**config.mk**
```make
export PLATFORM = sky130hd
export DESIGN_NAME = fifo_rd_stream_flat
export DESIGN_NICKNAME = d
export VERILOG_FILES = /design/src/rtl/fifo_rd_stream_pkg.sv /design/src/rtl/fifo_rd_stream_if.sv /design/src/rtl/stream_buf.sv /design/src/rtl/fifo_rd_stream.sv /design/src/flat_wrapper.sv
export SDC_FILE = /design/constraint.sdc
export NUM_CORES = 1
export LEC_CHECK = 0
export ABC_AREA = 1
export BUFFER_PORTS_ARGS = -buffer_cell sky130_fd_sc_hd__buf_4
export CAP_MARGIN = 40
export CORE_ASPECT_RATIO = 0.5
export CORE_MARGIN = 8
export CORE_UTILIZATION = 60
export CTS_CLUSTER_DIAMETER = 100
export DETAILED_ROUTE_END_ITERATION = 6
export PLACE_DENSITY = 0.83
export SETUP_SLACK_MARGIN = 0.15
export SLEW_MARGIN = 20
export SYNTH_ARGS = -nofsm -noshare
export SYNTH_HDL_FRONTEND = slang
export SYNTH_HIERARCHICAL = 1
export SYNTH_SLANG_ARGS = --single-unit
```
**constraint.sdc**
```tcl
create_clock -name clk -period 4.8 [get_ports clk]
set_input_delay 0.48 -clock clk [delete_from_list [all_inputs] [get_ports clk]]
set_output_delay 0.48 -clock clk [all_outputs]
set_load 0.01 [all_outputs]
```
**src/rtl/fifo_rd_stream_pkg.sv**
```systemverilog
// rtl/fifo_rd_stream_pkg.sv - shared state encodings and default widths for the FIFO read streamer
package fifo_rd_stream_pkg;

  typedef enum logic [1:0] {
    IDLE   = 2'b00,
    ACTIVE = 2'b01,
    DRAIN  = 2'b10
  } state_t;

  localparam int DEF_DATA_W = 8;
  localparam int DEF_CNT_W  = 16;

endpackage

```
**src/rtl/fifo_rd_stream_if.sv**
```systemverilog
// rtl/fifo_rd_stream_if.sv - FIFO read port and output stream signals of the read streamer
interface fifo_rd_stream_if
  import fifo_rd_stream_pkg::*;
#(
  parameter int DATA_W = DEF_DATA_W
) ();

  logic              fifo_rd;
  logic              fifo_empty;
  logic [DATA_W-1:0] fifo_dout;
  logic [DATA_W-1:0] m_data;
  logic              m_valid;
  logic              m_ready;

  // streamer side: issues reads, sources the stream
  modport master (
    output fifo_rd,
    output m_data,
    output m_valid,
    input  fifo_empty,
    input  fifo_dout,
    input  m_ready
  );

  // environment side: FIFO read port and stream sink
  modport slave (
    input  fifo_rd,
    input  m_data,
    input  m_valid,
    output fifo_empty,
    output fifo_dout,
    output m_ready
  );

endinterface

```
**src/rtl/stream_buf.sv**
```systemverilog
// rtl/stream_buf.sv - circular output buffer holding words returned by the FIFO
module stream_buf
  import fifo_rd_stream_pkg::*;
#(
  parameter int  DATA_W = DEF_DATA_W,
  parameter int  BUF_D  = 3,
  localparam int PTR_W  = $clog2(BUF_D),
  localparam int OCC_W  = $clog2(BUF_D + 1)
) (
  input  logic              clk,
  input  logic              rst,
  input  logic              push,
  input  logic [DATA_W-1:0] push_data,
  input  logic              pop,
  output logic [DATA_W-1:0] head_data,
  output logic [OCC_W-1:0]  occ
);

  logic [DATA_W-1:0] mem [BUF_D];
  logic [PTR_W-1:0]  wr_ptr;
  logic [PTR_W-1:0]  rd_ptr;
  logic [OCC_W-1:0]  occ_q;
  logic              pop_ok;

  // pointers wrap at BUF_D, which need not be a power of two
  function automatic logic [PTR_W-1:0] ptr_inc(input logic [PTR_W-1:0] p);
    return (p == PTR_W'(BUF_D - 1)) ? '0 : p + 1'b1;
  endfunction

  // a pop of an empty buffer is ignored so occ can never underflow
  assign pop_ok    = pop & (occ_q != '0);
  assign head_data = mem[rd_ptr];
  assign occ       = occ_q;

  // storage, pointer and occupancy update; push+pop together leaves occ unchanged
  always_ff @(posedge clk) begin
    if (!rst) begin
      wr_ptr <= '0;
      rd_ptr <= '0;
      occ_q  <= '0;
      for (int i = 0; i < BUF_D; i++) begin
        mem[i] <= '0;
      end
    end else begin
      if (push) begin
        mem[wr_ptr] <= push_data;
        wr_ptr      <= ptr_inc(wr_ptr);
      end
      if (pop_ok) begin
        rd_ptr <= ptr_inc(rd_ptr);
      end
      case ({push, pop_ok})
        2'b10:   occ_q <= occ_q + 1'b1;
        2'b01:   occ_q <= occ_q - 1'b1;
        default: occ_q <= occ_q;
      endcase
    end
  end

endmodule

```
**src/rtl/fifo_rd_stream.sv**
```systemverilog
// rtl/fifo_rd_stream.sv - turns a one-cycle-latency FIFO read port into a valid/ready stream
module fifo_rd_stream
  import fifo_rd_stream_pkg::*;
#(
  parameter int DATA_W = DEF_DATA_W,
  parameter int BUF_D  = 3,
  parameter int CNT_W  = DEF_CNT_W
) (
  input  logic                 clk,
  input  logic                 rst,
  input  logic                 en,
  fifo_rd_stream_if.master     bus,
  output logic                 busy,
  output logic [CNT_W-1:0]     word_cnt
);

  localparam int OCC_W = $clog2(BUF_D + 1);

  state_t             state_q;
  state_t             state_d;
  logic               inflight_q;
  logic [OCC_W-1:0]   occ;
  logic [OCC_W:0]     pending;
  logic               rd_ok;
  logic               xfer;

  // words already promised to the buffer: stored plus the one still on the FIFO bus
  assign pending = {1'b0, occ} + {{OCC_W{1'b0}}, inflight_q};

  // read gate uses only registers and fifo_empty, so m_ready never reaches fifo_rd
  assign rd_ok       = (state_q == ACTIVE) & ~bus.fifo_empty & (pending < (OCC_W + 1)'(BUF_D));
  assign bus.fifo_rd = rd_ok;

  assign bus.m_valid = (occ != '0);
  assign xfer        = bus.m_valid & bus.m_ready;
  assign busy        = (state_q != IDLE);

  // read data arrives the cycle after the accepted read, so inflight is the push strobe
  stream_buf #(
    .DATA_W (DATA_W),
    .BUF_D  (BUF_D)
  ) u_buf (
    .clk       (clk),
    .rst       (rst),
    .push      (inflight_q),
    .push_data (bus.fifo_dout),
    .pop       (xfer),
    .head_data (bus.m_data),
    .occ       (occ)
  );

  // state register and in-flight read marker
  always_ff @(posedge clk) begin
    if (!rst) begin
      state_q    <= IDLE;
      inflight_q <= 1'b0;
    end else begin
      state_q    <= state_d;
      inflight_q <= rd_ok;
    end
  end

  // next state: DRAIN keeps delivering buffered/in-flight words without new reads
  always_comb begin
    state_d = state_q;
    case (state_q)
      IDLE: begin
        if (en) state_d = ACTIVE;
      end
      ACTIVE: begin
        if (!en) state_d = ((occ != '0) || inflight_q) ? DRAIN : IDLE;
      end
      DRAIN: begin
        if (en)                                state_d = ACTIVE;
        else if ((occ == '0) && !inflight_q)   state_d = IDLE;
      end
      default: state_d = IDLE;
    endcase
  end

  // completed output handshakes, wrapping at the counter width
  always_ff @(posedge clk) begin
    if (!rst) begin
      word_cnt <= '0;
    end else if (xfer) begin
      word_cnt <= word_cnt + 1'b1;
    end
  end

endmodule

```
**src/flat_wrapper.sv**
```systemverilog
// flat-port wrapper written by rule: the top's interface ports become plain ports
module fifo_rd_stream_flat import fifo_rd_stream_pkg::*;
#(
  parameter int DATA_W = DEF_DATA_W,
  parameter int BUF_D  = 3,
  parameter int CNT_W  = DEF_CNT_W
)
  (clk, rst, en, busy, word_cnt, bus_fifo_rd, bus_m_data, bus_m_valid, bus_fifo_empty, bus_fifo_dout, bus_m_ready);
  fifo_rd_stream_if #(.DATA_W(DATA_W)) bus_i ();
  input  logic clk;
  input  logic rst;
  input  logic en;
  output logic busy;
  output logic [CNT_W-1:0] word_cnt;
  output wire logic [$bits(bus_i.fifo_rd)-1:0] bus_fifo_rd;
  output wire logic [$bits(bus_i.m_data)-1:0] bus_m_data;
  output wire logic [$bits(bus_i.m_valid)-1:0] bus_m_valid;
  input wire logic [$bits(bus_i.fifo_empty)-1:0] bus_fifo_empty;
  input wire logic [$bits(bus_i.fifo_dout)-1:0] bus_fifo_dout;
  input wire logic [$bits(bus_i.m_ready)-1:0] bus_m_ready;
  assign bus_fifo_rd = bus_i.fifo_rd;
  assign bus_m_data = bus_i.m_data;
  assign bus_m_valid = bus_i.m_valid;
  assign bus_i.fifo_empty = bus_fifo_empty;
  assign bus_i.fifo_dout = bus_fifo_dout;
  assign bus_i.m_ready = bus_m_ready;
  fifo_rd_stream #(.DATA_W(DATA_W), .BUF_D(BUF_D), .CNT_W(CNT_W)) u_core (.clk(clk), .rst(rst), .en(en), .bus(bus_i), .busy(busy), .word_cnt(word_cnt));
endmodule
```
* Yosys cells after proc, flatten, opt, wreduce, memory -nomap -nowiden
Memory sizes are Yosys's and may differ from the RTL's. A register that Yosys moved wholly into a read port is not among the register bits. Cells that the tools add are included.
Storage, ports and cells: register bits after elaboration 25, bits in writable memories 24, bits of input ports 13, output and inout bits 27, word-level logic and storage cells 56, memories 1
Memories:
- u_core.u_buf.mem | depth 3, width 8, read ports 1, clocked after memory_dff 1, wr ports 3, line stream_buf.sv:19 | logic [DATA_W-1:0] mem [BUF_D];
Operators by class: add/subtract/negate cells 6, order comparisons 1, equal/unequal tests 9, muxes and demuxes 18, bitwise gates (word level) 5, reduce and logical (&&, ||, !) cells 10
Operators by type and width (number):
- 2-bit 2-to-1 mux | 10
- 16-bit by 1-bit adder with 16-bit output (second input constant) | 1
- 2-bit == test (second input constant) | 4
- 8-bit 2-to-1 mux | 1
- 8-bit OR reduction | 1
- 2-bit by 1-bit adder with 2-bit output (second input constant) | 3
- 2-bit case mux with 3 select lines | 1
- 2-bit nonzero test | 3
- 1-bit 2-to-1 mux | 5
- 1-bit AND | 4
- 2-bit by 1-bit == test with 1-bit output (second input constant) | 2
- 2-bit logical NOT | 2
- 2-bit != test (second input constant) | 2
- 2-bit case mux with 2 select lines | 1
- 2-bit by 1-bit adder with 3-bit output | 1
- 3-bit by 2-bit < comparator with 1-bit output (second input constant) | 1
- 3-bit by 2-bit != test with 1-bit output (second input constant) | 1
- 3-bit AND reduction | 1
- 2-bit by 1-bit subtractor with 2-bit output (second input constant) | 1
- 1-bit logical AND | 1
- 1-bit logical NOT | 1
- 1-bit logical OR | 1
- 1-bit inverter | 1

* Logic depth before layout (Yosys ltp)
Gate-level depths: netlist of run 1.
depth after elaboration 5, depth in mapped cells 11

* By module
The synthesis of run 1 kept the hierarchy.
Modules (own cells, without submodules):
- stream_buf | times used 1, cells an instance 158, area an instance 1699.1 µm², seq. area each 1121.1 µm²
- fifo_rd_stream | times used 1, cells an instance 143, area an instance 978.4 µm², seq. area each 380.4 µm²

* Worst setup path before layout of run 1
No wires, ideal clock.
path kind input to register, from in rst, to mem u_core/u_buf/mem[3][0] in the netlist's numbering (enable), setup time 0.383 ns, data arrival time 1.271 ns, data required time 4.417 ns, path slack 3.146 ns, stages 3, cells stage by stage buf_4 > nand2_2 > nor3_1
RTL lines:
- start: declaration | line flat_wrapper.sv:11 | input logic rst;
- end: declaration | line stream_buf.sv:19

==> metrics, run 1 <==
CTS Buf Count 9; vias in the first global route 2,078; die area 6986 µm²; CP Capture Type output pin; hold_buf cts 0; top-count cell post-synth nor2_1; GP Congestion 0.8955; Area Overhead vs Synth 20.19%; status complete, no violations; setup tns final 0 ps; RSZ-0062 raised after global routing no; worst min-delay path class input pin to flip-flop; fillcell total 311; max incr delay on CP 700 ps; Commonest cells post-synth 80 x nor2_1, 36 x inv_1, 35 x nand2_1, 32 x edfxtp_1, 27 x dfxtp_1; Vias ~2,200; CP Cell Sequence inv_2 > o21ai_0 > o22ai_1 > buf_4; slowest library cell on the worst path dfxtp_1; shortest period the worst path allows 2298 ps; Syn. warnings 6; top cell type's share of synthesized area 35.89%; io pins 40; Avg Cell Area, Syn a little under 9 µm²; Top FF cell, synth edfxtp_1; area leader, netlist edfxtp_1; WL per Instance 13.86 µm; Seq/Total Area, Yosys 56.07%; Flop pwr share 50.8%; Die W 110.5 µm; vias per cell 5.311; Comb pwr share 4.1%; Slew @ Worst Pin 674.8 ps; LEAKAGE roughly 1.4 nW; grt ovf 0; net switching power 223.4 µW; Resize count post-CTS 0; skew final 6.870 ps; clock power share 45.0%; critical path peak fanout 17; fraction of registers with async set/reset 0%; post-place instance area 3002 µm²; final hold vios 0; core area 4339 µm²; EDFF count, synth 32; syn nets 318; synthesized cell area about 2700 µm²; CTS root buf clkbuf_8; dpl hpwl 3937 µm; Syn Inst Count between 300 and 400; share of layout cells above drive strength 1 around a fifth; CP top delay family flip-flops; CTS tree done; Max Cap Viol 0; Fmax achieved about 440 MHz; Chip Height 63.24 µm; peak supply drop 0.0003181 V; Layout Nets 364; post-CTS setup buffers 0; fraction of power spent switching nets 20.86%; WP buf/inv 2; initial core utilization 61.71%; DRC 0; CP arrival 1820 ps; cell-internal power 847.6 µW; worst skew pair latency 330 ps; H-tree lvl count 3; initial antenna violation count 0; Multi-input gate area 984.7 µm²; clock buffer depth 2; critical path type flip-flop to output pin; Netlist cell types 27; Final ANT Viol Nets 0; # diodes 0; DRT iter0 DRCs 125; Finished Cell Area 3218 µm²; Final setup viols 0; largest net degree at the start of global routing 22; Worst-path clk slew 60 ps; drt pass-1 iters 5; Tcrit/Tclk final 47.88%; drt total wl 5669 µm; number of synthesized register bits 59; CP required 4320 ps; largest cells by area after synthesis edfxtp_1 36%, dfxtp_1 20%, nor2_1 11%; Row Count 17; Total GRT Usage ~16%; Clock Sinks 59; crit start category flip-flop; first-pass GRT wire length about 9300 µm; Pins Over Slew Limit 0; Pwr Total 1.071 mW; Slew HR between 50% and 60%; PD cells 332.8 nW/µm²; I/O Buffers 39; sequential cell area 1501 µm²
## power by group through the flow
stage	clock network [mW]	registers, mW	logic [mW]
detailed placement	0	0.555	0.0446
finish	0.482	0.544	0.0443
floorplan	0	0.554	0.0243
global route	0.509	0.545	0.0495
global placement	0	0.555	0.0432
CTS	0.490	0.544	0.0447
## registers in the layout, summed over array words and instances (netlist names), named ones only
signal / flops
u_core/inflight_q: 1
u_core/word_cnt: 16
u_core/u_buf/occ: 2
u_core/u_buf/mem: 32
u_core/u_buf/rd_ptr: 2
u_core/u_buf/wr_ptr: 2
u_core/state_q: 2
## path summary, 6_finish.rpt
kind / start / endpoint / depth (start not counted) / slack (ps)
worst max-delay path: flip-flop / bus_m_data[7] / 4 / 2500
worst min-delay path: en / u_core/state_q[1] / 2 / 320
worst max register to register: u_core/u_buf/occ[0] / u_core/u_buf/occ[1] / 10 / 2730
worst min register to register: u_core/word_cnt[3] / u_core/word_cnt[3] / 1 / 510
## layer usage
metal  global-route usage, %  vias up  wire length (µm)
met5                       0        -                 0
met4                   4.841        0                44
met3                   6.327        5               310
li1                        -     1087                 -
met1                   18.26     1015              2470
met2                   27.99       65              2843
## final cells by class
cell class	count	share of cell area, %
well taps	57	2.216
flip-flops and latches	59	46.66
clock inverters	7	2.877
clock buffers	9	3.849
repair buffers	40	9.254
multi-input cells	198	30.60
inverters	39	4.549
## placed cells by master (no fill, tap or decap), types with 2 or more instances in the layout
cell / netlist / final
nor2_1: 80 / 80
buf_4: 1 / 39
inv_1: 36 / 36
nand2_1: 35 / 35
edfxtp_1: 32 / 32
dfxtp_1: 27 / 27
o21ai_0: 20 / 20
clkbuf_8: 0 / 9
nand3_1: 9 / 9
o22ai_1: 8 / 8
a21oi_1: 7 / 7
o21ai_1: 5 / 5
nor2_2: 4 / 4
nand2_2: 4 / 4
nand4_1: 4 / 4
ha_1: 4 / 4
inv_2: 3 / 3
xor2_1: 3 / 3
nor3_1: 3 / 3
o21ai_2: 3 / 3
nand3_4: 3 / 3
clkinvlp_4: 0 / 2
bufinv_16: 0 / 2
nor2_4: 2 / 2
## through the flow
| step | setup slack (ps) | utilization, % | hold slack (ps) | cells |
|---|---|---|---|---|
| after floorplan | 3146 | - | 489.9 | 301 |
| after global placement | 2784 | 69.06 | 488.8 | 392 |
| after detailed placement | 2702 | 69.18 | 496.8 | 393 |
| after CTS | 2492 | 74.16 | 306.3 | 409 |
| after global routing | 2257 | 74.16 | 311.2 | 409 |
| final | 2502 | 74.16 | 319.0 | 409 |
## kinds of logic after synthesis
| logic type | after synthesis | share of synthesized area [%] |
|---|---|---|
| fa+ha+maj | 4 | 1.869 |
| compound gates | 43 | 8.832 |
| simple gates | 148 | 25.09 |
| buf+inv | 44 | 7.149 |
| xor+xnor | 3 | 0.9815 |
| flops | 59 | 56.07 |
Note: power is estimated with default switching activity, not from simulation.
==> inputs of run 2 (changes only) <==
Settings changed: CORE_UTILIZATION 60 to 56, PLACE_DENSITY 0.83 to 0.79.
Clock period 4.8 ns to 2.3 ns, I/O delays scaled along.
==> run 2 against run 1 <==
Non-clock buffer count rose by 2. Setup slack got worse by 2000 ps. Routed wire length fell by 1.3%. Sequential share of layout area rose by 0.091 points. Hold slack got worse by 240 ps. Sequential power rose by 110%. Critical path type unchanged.
==> metrics, run 2 (synthesis results as in run 1) <==
Final setup viols 0 (unchanged); post-place instance area 3030 µm² (+0.96%); CTS tree done; Max Cap Viol 0 (unchanged); hold_buf cts 0 (unchanged); worst min-delay path class input pin to flip-flop; status complete, no violations; grt ovf 0 (unchanged); Largest Register u_core/u_buf/mem; critical path type flip-flop to output pin; Pwr Total 2.099 mW (+96%); share of layout cells above drive strength 1 21.53% (+0.22 points); setup tns final 0 ps (unchanged); vias per cell 5.103 (-3.9%); Tcrit/Tclk final about four fifths; Multi-input gate area 984.7 µm² (unchanged); Finished Cell Area 3212 µm² (-0.19%); Area Overhead vs Synth 19.95%; Setup WS pre-CTS 541.5 ps (-2161 ps); largest net degree at the start of global routing 22 (unchanged); Chip Height 64.90 µm (+2.6%); io pins 40 (unchanged); sequential cell area 1501 µm² (unchanged); WL per Instance 13.36 µm (-3.6%); Layout Nets 366 (+0.55%); CP arrival 1570 ps (-250 ps); drt total wl 5597 µm (-1.3%); drt pass-1 iters 5 (unchanged); worst skew pair latency 330 ps (about the same); Total GRT Usage 16.06% (-0.17 points); CTS root buf clkbuf_8; CP required 2070 ps (-2250 ps); PD cells 653.6 nW/µm² (+96%); final std cells w/o fill 419 (+2.4%); H-tree lvl count 3 (unchanged); I/O Buffers 39 (unchanged); DRT iter0 DRCs 175 (+40%); shortest period the worst path allows 1795 ps; max reg flops 32 (unchanged); hold_ws 77.02 ps (-242.0 ps); dpl hpwl 3964 µm (+0.69%); Clock Sinks 59 (unchanged); most frequent cells in the layout 80 x nor2_1, 42 x buf_4, 36 x inv_1, 35 x nand2_1, 32 x edfxtp_1; # diodes 0 (unchanged); DRC 0 (unchanged); Row Count 17 (unchanged); RSZ-0062 raised after global routing no; final hold vios 0 (unchanged); Final ANT Viol Nets 0 (unchanged); Regs by FF count u_core/u_buf/mem x32, u_core/word_cnt x16; die area 7384 µm² (+5.7%); leading cell type in the layout, fill and taps excluded nor2_1; Slew @ Worst Pin 436.3 ps (-238.5 ps); Pins Over Slew Limit 0 (unchanged); Placed Instances 404 (+2.8%); Vias 2,138 (-1.6%); Slew HR 70.84% (+16 points); core area 4488 µm² (+3.4%); Worst-path clk slew 60 ps (about the same); post-CTS setup buffers 0 (unchanged); peak supply drop 0.0003310 V (+4.0%); critical path peak fanout 7 (-10); Worst Slack Setup Final 504.6 ps (-1997 ps); GP Congestion 0.8303 (-7.3%); crit start category flip-flop; Die W 113.8 µm (+3.0%); initial core utilization 59.66% (-2.0 points); clock buffer depth 2 (unchanged); vias in the first global route 2,062 (-0.77%); Resize count post-CTS 0 (unchanged); CTS Buf Count 9 (unchanged); final core utilization 71.56% (-2.6 points); fillcell total 350 (+13%); skew final 9.384 ps (+2.514 ps); initial antenna violation count 0 (unchanged); first-pass GRT wire length 9363 µm (+0.38%); Fmax achieved ~560 MHz; CP Capture Type output pin; LEAKAGE 1.378 nW (+0.30%)
==> run 2: cell types whose count changed in the layout (fill, tap and decap cells not counted) <==
cell        before  now
clkinv_2         1    3
clkinvlp_4       2    0
buf_4           39   42
bufinv_16        2    1
buf_2            1    0
==> run 2: worst max-delay path: stages (launching register included) <==
cell	delay, ps
dfxtp_1	440
ha_1	210
ha_1	230
nand2_1	70
and3_1	170
buf_4	120
==> run 2: worst paths after layout <==
path | startpoint | endpoint | slack (ps) | depth (start not counted)
worst max-delay path | u_core/u_buf/occ[0] | bus_fifo_rd | 500 | 5
worst min-delay path | en | u_core/state_q[1] | 80 | 2
worst max register to register | u_core/u_buf/occ[0] | u_core/u_buf/occ[1] | 510 | 11
worst min register to register | u_core/word_cnt[5] | u_core/word_cnt[5] | 500 | 2
==> run 2: power breakdown <==
| part | internal, mW | leakage [nW] | switching, mW | total [mW] |
|---|---|---|---|---|
| sequential | 1.13 | 0.541 | 0.00944 | 1.14 |
| clock | 0.486 | 0.0963 | 0.384 | 0.870 |
| combinational | 0.0376 | 0.741 | 0.0552 | 0.0928 |
==> run 2: cell type report <==
class	count	area share (%)
sequential	59	46.75
multi-input combinational	198	30.66
timing repair buffer	42	9.817
tap	66	2.571
inverter	39	4.558
clock inverter	6	1.792
clock buffer	9	3.857
==> run 2: per-layer routing <==
layer,GRT usage [%],part of all wire [%]
met1,17.90,44
met4,5.911,0.39
met5,0,0
met3,6.279,6.5
met2,27.67,49
==> inputs of run 3 (changes only) <==
Settings changed: CORE_UTILIZATION 56 to 51, PLACE_DENSITY 0.79 to 0.75.
Clock period 2.3 ns to 1.5 ns, I/O delays scaled along.
==> run 3 against run 2 <==
The run now ends with setup timing left. Sequential share of layout area fell by 6.6 points. Global-route usage increased by 0.12 points. Routed wire length up 22%. Sequential cell count stayed put. Critical path type is now flip-flop to flip-flop. Largest power group unchanged.
==> metrics, run 3 (synthesis results as in run 1) <==
status complete, but fails checks; largest net degree at the start of global routing 21 (-4.5%); Final ANT Viol Nets 0 (unchanged); Slew HR 69.76% (-1.1 points); max reg flops 32 (unchanged); Regs by FF count u_core/u_buf/mem x32, u_core/word_cnt x16; vias in the first global route 2,227 (+8.0%); # diodes 0 (unchanged); CTS tree done; Area Overhead vs Synth 41.50%; fraction of power spent switching nets 21.76% (+0.37 points); Clock Sinks 59 (unchanged); initial antenna violation count 0 (unchanged); grt ovf 0 (unchanged); PD cells 864.8 nW/µm² (+32%); Top cell by count, worst path nor2_1; Tcrit/Tclk final 107.0%; core area 5000 µm² (+11%); clock buffer depth 2 (unchanged); peak supply drop 0.0005145 V (+55%); die area 7965 µm² (+7.9%); DRC 0 (unchanged); Row Count 18 (+1); most frequent cells in the layout 75 x nor2_1, 56 x buf_4, 33 x inv_1, 32 x edfxtp_1, 29 x nand2_1; leading cell type in the layout, fill and taps excluded nor2_1; Largest Register u_core/u_buf/mem; net switching power 712.9 µW (+59%); Total GRT Usage 16.18% (+0.12 points); vias per cell 5.148 (+0.89%); WL per Instance 15.09 µm (+13%); CTS Buf Count 9 (unchanged); Comb pwr share 6.3% (+1.9 points); CP arrival 1820 ps (+250 ps); RSZ-0062 raised after global routing yes; worst min-delay path class input pin to flip-flop; final core utilization 75.78% (+4.2 points); GP Congestion 0.8231 (-0.87%); shortest period the worst path allows 1605 ps; Layout Nets 396 (+8.2%); Flop pwr share 53.1% (-1.0 points); I/O Buffers 39 (unchanged); CP required 1710 ps (-360 ps); skew final 5.435 ps (-3.949 ps); share of layout cells above drive strength 1 37.34% (+16 points); DRT iter0 DRCs 138 (-21%); Worst-path clk slew 60 ps (about the same); clock power share 40.6% (-0.8 points); Fmax achieved approximately 620 MHz; H-tree lvl count 3 (unchanged); slowest library cell on the worst path dfxtp_4; drt pass-1 iters 4 (-1); dpl hpwl 4213 µm (+6.3%); crit start category flip-flop; first-pass GRT wire length 10,180 µm (+8.7%); Pins Over Slew Limit 0 (unchanged); drt total wl 6834 µm (+22%); cell-internal power 2.564 mW (+55%); io pins 40 (unchanged); Slew @ Worst Pin 450.6 ps (+14.23 ps); Final setup viols 2 (+2); Worst Slack Setup Final -104.6 ps (-609.2 ps); CTS root buf clkbuf_8; Vias 2,332 (+9.1%); Max Cap Viol 0 (unchanged); critical path type flip-flop to flip-flop; initial core utilization 53.55% (-6.1 points); critical path peak fanout 4 (-3); max incr delay on CP 350 ps (-90 ps); setup tns final -182.5 ps (-182.5 ps); Chip Height 67.24 µm (+3.6%); LEAKAGE 1.562 nW (+13%); final hold vios 0 (unchanged); fillcell total 350 (unchanged); CP Capture Type flip-flop; failing checks setup timing; CP Cell Sequence buf_6 > nor2_4 > nor2_4 > o21ai_4 > inv_2 > ha_4 > inv_2 > nand2_2 > nor2_1 > nor2_1 > nor2_1; Die W 118.5 µm (+4.1%); worst skew pair latency 330 ps (about the same)
[run 3: cell types whose count changed in the layout (fill, tap and decap cells not counted), sizes merged]
cell,before,now
buf,42,63
dlygate4sd3,0,9
[run 3: what timing repair did]
item                                    4_1_cts  5_1_grt
hold endpoints to repair                      9        0
hold buffers                                  9        0
endpoints found under the setup margin       34       25
gates cloned                                  1        1
resized for setup                            37       50
pin swaps                                    17       15
setup buffers                                 3       12
[run 3: layer usage]
| layer | up-vias | part of all wire, % | track usage (%) |
|---|---|---|---|
| li1 | 1144 | - | - |
| met1 | 1096 | 41 | 17.30 |
| met2 | 76 | 51 | 29.23 |
| met3 | 16 | 5.3 | 6.822 |
| met4 | 0 | 2.2 | 5.772 |
| met5 | - | 0 | 0 |
[run 3: area by class of cell]
| type | count | area (µm²) | share of cell area [%] |
|---|---|---|---|
| tap | 70 | 87.58 | 2.312 |
| sequential | 59 | 1523 | 40.19 |
| multi-input combinational | 198 | 1236 | 32.63 |
| clock buffer | 9 | 123.9 | 3.269 |
| timing repair buffer | 72 | 606.8 | 16.02 |
| inverter | 39 | 153.9 | 4.062 |
| clock inverter | 6 | 57.56 | 1.519 |
[run 3: per-stage QoR]
stage / std cells / power [mW] / hold slack (ps) / cell area, µm² / setup WS, ps
after floorplan: 301 / 1.854 / 227.8 / 2704 / 86.10
after global placement: 412 / 1.919 / 325.0 / 3092 / 175.3
after detailed placement: 412 / 1.927 / 330.5 / 3092 / 100.5
after CTS: 440 / 3.279 / 284.0 / 3497 / -71.70
after global routing: 453 / 3.417 / 291.9 / 3789 / -129.1
final: 453 / 3.276 / 309.2 / 3789 / -104.6
[run 3: worst paths after layout]
path	start	endpoint	slack, ps	cells past startpoint
setup / recovery	u_core/u_buf/occ[0]	u_core/u_buf/occ[1]	-100	11
hold / removal	rst	u_core/word_cnt[13]	310	4
setup reg to reg	u_core/u_buf/occ[0]	u_core/u_buf/occ[1]	-100	11
hold reg to reg	u_core/word_cnt[0]	u_core/word_cnt[0]	500	1
[run 3: critical path, delay by kind of cell, from the launching register on]
| kind | cells | cell delay [ps] |
|---|---|---|
| compound gates | 1 | 70 |
| buf+inv | 3 | 260 |
| simple gates | 6 | 520 |
| fa+ha+maj | 1 | 290 |
| flops | 1 | 350 |
[run 3: power groups by stage]
| stage | clock network (mW) | registers (mW) | logic [mW] |
|---|---|---|---|
| after floorplan | 0 | 1.77 | 0.0795 |
| after global placement | 0 | 1.78 | 0.144 |
| after detailed placement | 0 | 1.78 | 0.150 |
| after CTS | 1.36 | 1.74 | 0.182 |
| after global routing | 1.45 | 1.74 | 0.223 |
| final | 1.33 | 1.74 | 0.207 |
